[src/rtl/uart_pkg.sv]
`default_nettype none
// +----------------------------------------------------------------------+
// | uart_pkg : shared constants for the UART transmit feeder (rev 1.0)   |
// +----------------------------------------------------------------------+
package uart_pkg;

   localparam int DATA_W = 8;

   typedef logic [1:0] state_t;

   localparam state_t ST_IDLE       = 2'b00;
   localparam state_t ST_LAUNCH     = 2'b01;
   localparam state_t ST_WAIT_START = 2'b10;
   localparam state_t ST_WAIT_DONE  = 2'b11;

endpackage
`default_nettype wire

[src/rtl/uart_tx_feeder_if.sv]
`default_nettype none
// +----------------------------------------------------------------------+
// | uart_tx_feeder_if : byte write port + transmitter handshake (rev 1.0)|
// +----------------------------------------------------------------------+
interface uart_tx_feeder_if;
   import uart_pkg::*;

   logic [DATA_W-1:0] wr_data;
   logic              wr_valid;
   logic              wr_ready;
   logic [DATA_W-1:0] tx_data;
   logic              tx_send;
   logic              tx_ready;

   modport master (
      output wr_data, wr_valid, tx_ready,
      input  wr_ready, tx_data, tx_send
   );

   modport slave (
      input  wr_data, wr_valid, tx_ready,
      output wr_ready, tx_data, tx_send
   );

endinterface
`default_nettype wire

[src/rtl/uart_byte_fifo.sv]
`default_nettype none
// +----------------------------------------------------------------------+
// | uart_byte_fifo : circular byte FIFO with occupancy count (rev 1.0)   |
// +----------------------------------------------------------------------+
module uart_byte_fifo
   import uart_pkg::*;
#(
   parameter int DEPTH = 16
) (
   input  logic                    clk,
   input  logic                    rst,
   input  logic                    flush,
   input  logic                    push,
   input  logic                    pop,
   input  logic [DATA_W-1:0]       wdata,
   output logic [DATA_W-1:0]       rdata,
   output logic [$clog2(DEPTH):0]  count,
   output logic                    full,
   output logic                    empty
);

   localparam int             PW     = $clog2(DEPTH);
   localparam int             CW     = PW + 1;
   localparam logic [CW-1:0]  C_FULL = CW'(DEPTH);

   logic [DATA_W-1:0] r_mem [DEPTH];
   logic [PW-1:0]     r_wr_ptr;
   logic [PW-1:0]     r_rd_ptr;
   logic [CW-1:0]     r_count;
   logic              w_push;
   logic              w_pop;

   assign full  = (r_count == C_FULL);
   assign empty = (r_count == '0);
   assign count = r_count;
   assign rdata = r_mem[r_rd_ptr];

   // Flush overrides both sides; a full FIFO refuses writes even if popped this cycle.
   assign w_push = push & ~full  & ~flush;
   assign w_pop  = pop  & ~empty & ~flush;

   always_ff @(posedge clk or posedge rst) begin
      if (rst) begin
         r_wr_ptr <= '0;
         r_rd_ptr <= '0;
         r_count  <= '0;
      end else if (flush) begin
         r_wr_ptr <= '0;
         r_rd_ptr <= '0;
         r_count  <= '0;
      end else begin
         if (w_push) r_wr_ptr <= r_wr_ptr + 1'b1;
         if (w_pop)  r_rd_ptr <= r_rd_ptr + 1'b1;
         case ({w_push, w_pop})
            2'b10:   r_count <= r_count + 1'b1;
            2'b01:   r_count <= r_count - 1'b1;
            default: r_count <= r_count;
         endcase
      end
   end

   always_ff @(posedge clk) begin
      if (w_push) r_mem[r_wr_ptr] <= wdata;
   end

endmodule
`default_nettype wire

[src/rtl/uart_tx_feeder.sv]
`default_nettype none
// +----------------------------------------------------------------------+
// | uart_tx_feeder : FIFO-buffered launcher for a UART transmitter       |
// | rev 1.0                                                              |
// +----------------------------------------------------------------------+
module uart_tx_feeder
   import uart_pkg::*;
#(
   parameter int DEPTH = 16
) (
   input  logic                   clk,
   input  logic                   rst,
   uart_tx_feeder_if.slave        bus,
   input  logic                   flush,
   output logic [$clog2(DEPTH):0] count,
   output logic                   empty,
   output logic                   drop_err,
   output logic                   busy
);

   logic [DATA_W-1:0] w_rdata;
   logic              w_full;
   logic              w_empty;
   logic              w_pop;
   logic              w_send_d;
   logic              r_sync1;
   logic              r_sync2;
   state_t            r_state;
   state_t            w_next;
   logic [DATA_W-1:0] r_tx_data;
   logic              r_tx_send;
   logic              r_drop_err;
   logic              r_busy;

   uart_byte_fifo #(
      .DEPTH (DEPTH)
   ) u_fifo (
      .clk   (clk),
      .rst   (rst),
      .flush (flush),
      .push  (bus.wr_valid),
      .pop   (w_pop),
      .wdata (bus.wr_data),
      .rdata (w_rdata),
      .count (count),
      .full  (w_full),
      .empty (w_empty)
   );

   assign bus.wr_ready = ~w_full;
   assign bus.tx_data  = r_tx_data;
   assign bus.tx_send  = r_tx_send;
   assign empty        = w_empty;
   assign drop_err     = r_drop_err;
   assign busy         = r_busy;

   // tx_ready comes from the transmitter's own timing domain.
   always_ff @(posedge clk or posedge rst) begin
      if (rst) begin
         r_sync1 <= 1'b0;
         r_sync2 <= 1'b0;
      end else begin
         r_sync1 <= bus.tx_ready;
         r_sync2 <= r_sync1;
      end
   end

   always_ff @(posedge clk or posedge rst) begin
      if (rst) r_state <= ST_IDLE;
      else     r_state <= w_next;
   end

   always_comb begin
      w_next = r_state;
      case (r_state)
         ST_IDLE:       if (w_pop)    w_next = ST_LAUNCH;
         ST_LAUNCH:                   w_next = ST_WAIT_START;
         ST_WAIT_START: if (!r_sync2) w_next = ST_WAIT_DONE;
         ST_WAIT_DONE:  if (r_sync2)  w_next = ST_IDLE;
         default:                     w_next = ST_IDLE;
      endcase
   end

   always_comb begin
      w_pop    = (r_state == ST_IDLE) & ~w_empty & r_sync2 & ~flush;
      w_send_d = (r_state == ST_LAUNCH);
   end

   always_ff @(posedge clk or posedge rst) begin
      if (rst) begin
         r_tx_data  <= '0;
         r_tx_send  <= 1'b0;
         r_busy     <= 1'b0;
         r_drop_err <= 1'b0;
      end else begin
         if (w_pop) r_tx_data <= w_rdata;
         r_tx_send <= w_send_d;
         r_busy    <= (w_next != ST_IDLE);
         if (flush)                        r_drop_err <= 1'b0;
         else if (bus.wr_valid && w_full)  r_drop_err <= 1'b1;
      end
   end

endmodule
`default_nettype wire
[src/flat_wrapper.sv]
// flat-port wrapper written by rule: the top's interface ports become plain ports
module uart_tx_feeder_flat import uart_pkg::*;
#(
   parameter int DEPTH = 16
)
  (clk, rst, flush, count, empty, drop_err, busy, bus_wr_data, bus_wr_valid, bus_tx_ready, bus_wr_ready, bus_tx_data, bus_tx_send);
  uart_tx_feeder_if bus_i ();
  input  logic clk;
  input  logic rst;
  input  logic flush;
  output logic [$clog2(DEPTH):0] count;
  output logic empty;
  output logic drop_err;
  output logic busy;
  input wire logic [$bits(bus_i.wr_data)-1:0] bus_wr_data;
  input wire logic [$bits(bus_i.wr_valid)-1:0] bus_wr_valid;
  input wire logic [$bits(bus_i.tx_ready)-1:0] bus_tx_ready;
  output wire logic [$bits(bus_i.wr_ready)-1:0] bus_wr_ready;
  output wire logic [$bits(bus_i.tx_data)-1:0] bus_tx_data;
  output wire logic [$bits(bus_i.tx_send)-1:0] bus_tx_send;
  assign bus_i.wr_data = bus_wr_data;
  assign bus_i.wr_valid = bus_wr_valid;
  assign bus_i.tx_ready = bus_tx_ready;
  assign bus_wr_ready = bus_i.wr_ready;
  assign bus_tx_data = bus_i.tx_data;
  assign bus_tx_send = bus_i.tx_send;
  uart_tx_feeder #(.DEPTH(DEPTH)) u_core (.clk(clk), .rst(rst), .bus(bus_i), .flush(flush), .count(count), .empty(empty), .drop_err(drop_err), .busy(busy));
endmodule
[config.mk]
export PLATFORM = sky130hd
export DESIGN_NAME = uart_tx_feeder_flat
export DESIGN_NICKNAME = d
export VERILOG_FILES = /design/src/rtl/uart_pkg.sv /design/src/rtl/uart_tx_feeder_if.sv /design/src/rtl/uart_byte_fifo.sv /design/src/rtl/uart_tx_feeder.sv /design/src/flat_wrapper.sv
export SDC_FILE = /design/constraint.sdc
export NUM_CORES = 1
export LEC_CHECK = 0
export ABC_CLOCK_PERIOD_IN_PS = 2690
export BUFFER_PORTS_ARGS = -buffer_cell sky130_fd_sc_hd__clkbuf_2
export CAP_MARGIN = 20
export CORE_UTILIZATION = 55
export DETAILED_ROUTE_END_ITERATION = 16
export PLACE_DENSITY = 0.85
export SYNTH_ARGS = -nofsm -noshare
export SYNTH_HDL_FRONTEND = slang
export SYNTH_SLANG_ARGS = --single-unit
[constraint.sdc]
create_clock -name clk -period 2.69 [get_ports clk]
set_input_delay 0.807 -clock clk [delete_from_list [all_inputs] [get_ports clk]]
set_output_delay 0.807 -clock clk [all_outputs]
set_load 0.01 [all_outputs]
==> flow_summary.toml <==
[placed_design]
placed_cells_incl_taps = 529
globalplace.congestion = 0.7686
dpl.hpwl_um = 7814
port-buffer-count = 30

[synth]
synth-main-ff-cell = "sky130_fd_sc_hd__edfxtp_1"
async_reset_ff_share_pct = 17.95
synth-seq-cells = 156
post_synth_inst_count = 344
syn_area_per_cell_um2 = 18.25
yosys.cell_types.count = 41
synth-seq-area-share_pct = 72.39
synth_nets = 366
most_area_hungry_cell_type_in_the_yosys_netlist = "sky130_fd_sc_hd__edfxtp_1"
post_synth_main_area_contributors = "sky130_fd_sc_hd__edfxtp_1, sky130_fd_sc_hd__mux4_2, sky130_fd_sc_hd__dfrtp_1"
synth_largest_type_area_fraction_pct = 61.23
synth_enable_flop_cells = 128
ys.warnings.count = 0
synth_area_um2 = 6277

[route]
top_signal_layer_used = "met4"
amount_of_wire_on_met3_after_detailed_routing_um = 637
drt-total-wl_um = 12250
post_drt_via_cell_ratio = 5.980
route.antenna.remaining_nets = 0
post_drt_wl_per_cell_um = 21.84
m1WireLength_um = 5137
dr_wl_met2_um = 6226
drt-initial-drc-count = 217
first_pass_iters = 5
detail_route.drc_violations = 0
detailed_route_via_count = 3355

[setup_path]
worst_ep_arrival_ns = 2.90
timing.critical_path.required_ns = 2.99
timing.critical_path.fanout_max = 4
crit_type = "flop to flop"
cp-start-kind = "flop"
critical_path.endpoint_type = "flop"

[final_layout]
final_net_count = 430
synthToLayoutAreaGrowth_pct = 17.44
mostFrequentLayoutCell = "sky130_fd_sc_hd__edfxtp_1"
layout.cells.most_common_list = "sky130_fd_sc_hd__edfxtp_1, sky130_fd_sc_hd__mux4_2, sky130_fd_sc_hd__buf_4"
final_layout_size_suffix_gt1_share_pct = 34.68
n_antenna_cell = 0
finish.cell_count_without_fillers = 561

[outcome]
status = "finished clean"

[timing]
achievable-frequency_mhz = 384.9
hold_slack_ns = 0.3490
layout_min_cycle_time_ns = 2.598
final-max-slew-violation-count = 0
skew_ns = 0.007596
fin_crit_sh_pct = 96.57
timing.final.setup_violations = 0
setup_repair_after_global_routing_missed_its_margin = "no"
max_slew.worst_pin.slew_ns = 0.7515
slew_headroom_pct = 49.90
finalHoldViolations = 0

[floorplan]
die-height_um = 108.8
floorplan.core_area_um2 = 10980
die_boundary_width_um = 108.8
floorplan.io_pins = 31
rows = 38
initial_core_util_pct = 57.15
die_area_um2 = 11840

[power]
leakage_nw = 2.599
max-vdd-ir-drop_mv = 0.4533
p_per_area_nw_per_um2 = 773.7

[clock_network]
numCtsBuffers = 17
clock_tree.root_cell = "sky130_fd_sc_hd__clkbuf_16"
cts_hold_bufs = 0
tritoncts = "done"
clockBufferDepth = 2
worst_setup_hold_path_clk_slew_ns = 0.06
worstSkewPairLatency_ns = 0.42
cts_htree_levels = 4
cts_num_sinks = 156

[grt]
globalRouteOverflowTotal = 0
first_global_vias = 3451
grt_pass1_wl_um = 19010
gr-usage-all-layers_pct = 23.10
initial_antenna_violation_count = 0
pin_count_of_the_biggest_net_entering_global_routing = 29

[job]
drv_cap = 0

[worst_hold_path]
worst_hold_path_type = "flop to flop"
-- worst paths after layout --
kind,start,to,slack [ns],cells after the start
max,u_core.u_fifo.count[1],u_core.u_fifo.count[4],0.09,10
max in group asynchronous,rst,u_core.u_fifo.r_rd_ptr[0],1.97,3
max reg2reg,u_core.u_fifo.count[1],u_core.u_fifo.count[4],0.09,10
min,u_core.r_sync1,u_core.r_sync2,0.35,0
min in group asynchronous,rst,u_core.bus.tx_data[7],0.44,3
min reg2reg,u_core.r_sync1,u_core.r_sync2,0.35,0
-- layer usage --
layer | track usage [%] | up-vias
li1 | - | 1480
met1 | 30.00 | 1741
met2 | 37.61 | 113
met3 | 4.901 | 21
met4 | 10.71 | 0
met5 | 0 | -
-- area by class of cell --
class / count / area [µm²]
Sequential cell: 156 / 4546
Fill cell: 670 / 3611
Multi-Input combinational cell: 163 / 1665
Clock buffer: 19 / 432.9
Timing Repair Buffer: 62 / 402.9
Tap cell: 140 / 175.2
Clock inverter: 13 / 117.6
Inverter: 8 / 32.53
-- critical path: stages (launching register included) --
cell                      delay (ns)
sky130_fd_sc_hd__dfrtp_1        0.38
sky130_fd_sc_hd__or4_4          0.58
sky130_fd_sc_hd__o21ai_1        0.15
sky130_fd_sc_hd__buf_4          0.15
sky130_fd_sc_hd__nand2_4        0.06
sky130_fd_sc_hd__fa_1           0.39
sky130_fd_sc_hd__nor2b_1        0.16
sky130_fd_sc_hd__o21a_1         0.19
sky130_fd_sc_hd__o211a_1        0.19
sky130_fd_sc_hd__o21ai_1        0.08
sky130_fd_sc_hd__nor3b_2        0.16
-- cells in the mapped netlist (all sizes together) (8+ instances only) --
library cell and instances:
ha 8, o22ai 16, edfxtp 128, buf 9, clkbuf 8, nand2 14, mux4 32, nor2 27
dfrtp 28, mux2 8, a21oi 12, inv 8
-- through the flow --
| step | total power, W | area [µm²] | util [%] | TNS, ns | setup WS (ns) |
|---|---|---|---|---|---|
| after floorplan | 0.003262 | 6329 | - | -0.6673 | -0.4490 |
| after global placement | 0.003488 | 6813 | 62.03 | -0.2485 | -0.1942 |
| after detailed placement | 0.003527 | 6813 | 62.03 | -0.3447 | -0.2557 |
| after CTS | 0.005728 | 7363 | 67.04 | 0 | 0.02703 |
| after global routing | 0.005886 | 7372 | 67.12 | 0 | 0.005489 |
| final | 0.005704 | 7372 | 67.12 | 0 | 0.09218 |
-- cell families after synthesis --
group                      count (synthesis)  synth area share, %
buffers and inverters                     25                1.774
adders and majority gates                  9                1.914
AOI/OAI and AO/OA                         40                4.365
muxes                                     42                13.24
DFF                                      156                72.39
and+or+nand+nor                           63                4.943
xor gates and xnor gates                   9                1.375
-- flip-flops by register name, indices dropped and copies added, names as in the netlist, 2 cells and up --
name,count
u_core.u_fifo.r_mem,128
u_core.bus.tx_data,8
u_core.u_fifo.count,5
u_core.u_fifo.r_rd_ptr,4
u_core.u_fifo.r_wr_ptr,4
u_core.r_state,2
-- power breakdown --
| group | switching [W] | internal, W |
|---|---|---|
| Clock | 0.000945 | 0.00128 |
| Combinational | 0.000345 | 0.000309 |
| Sequential | 0.0000975 | 0.00273 |
| Total | 0.00139 | 0.00432 |
-- what timing repair did --
action,in CTS,in global routing
resized for setup,0,2
buffers inserted,0,0
endpoints found under the setup margin,0,1
(Power assumes the default switching activity.)
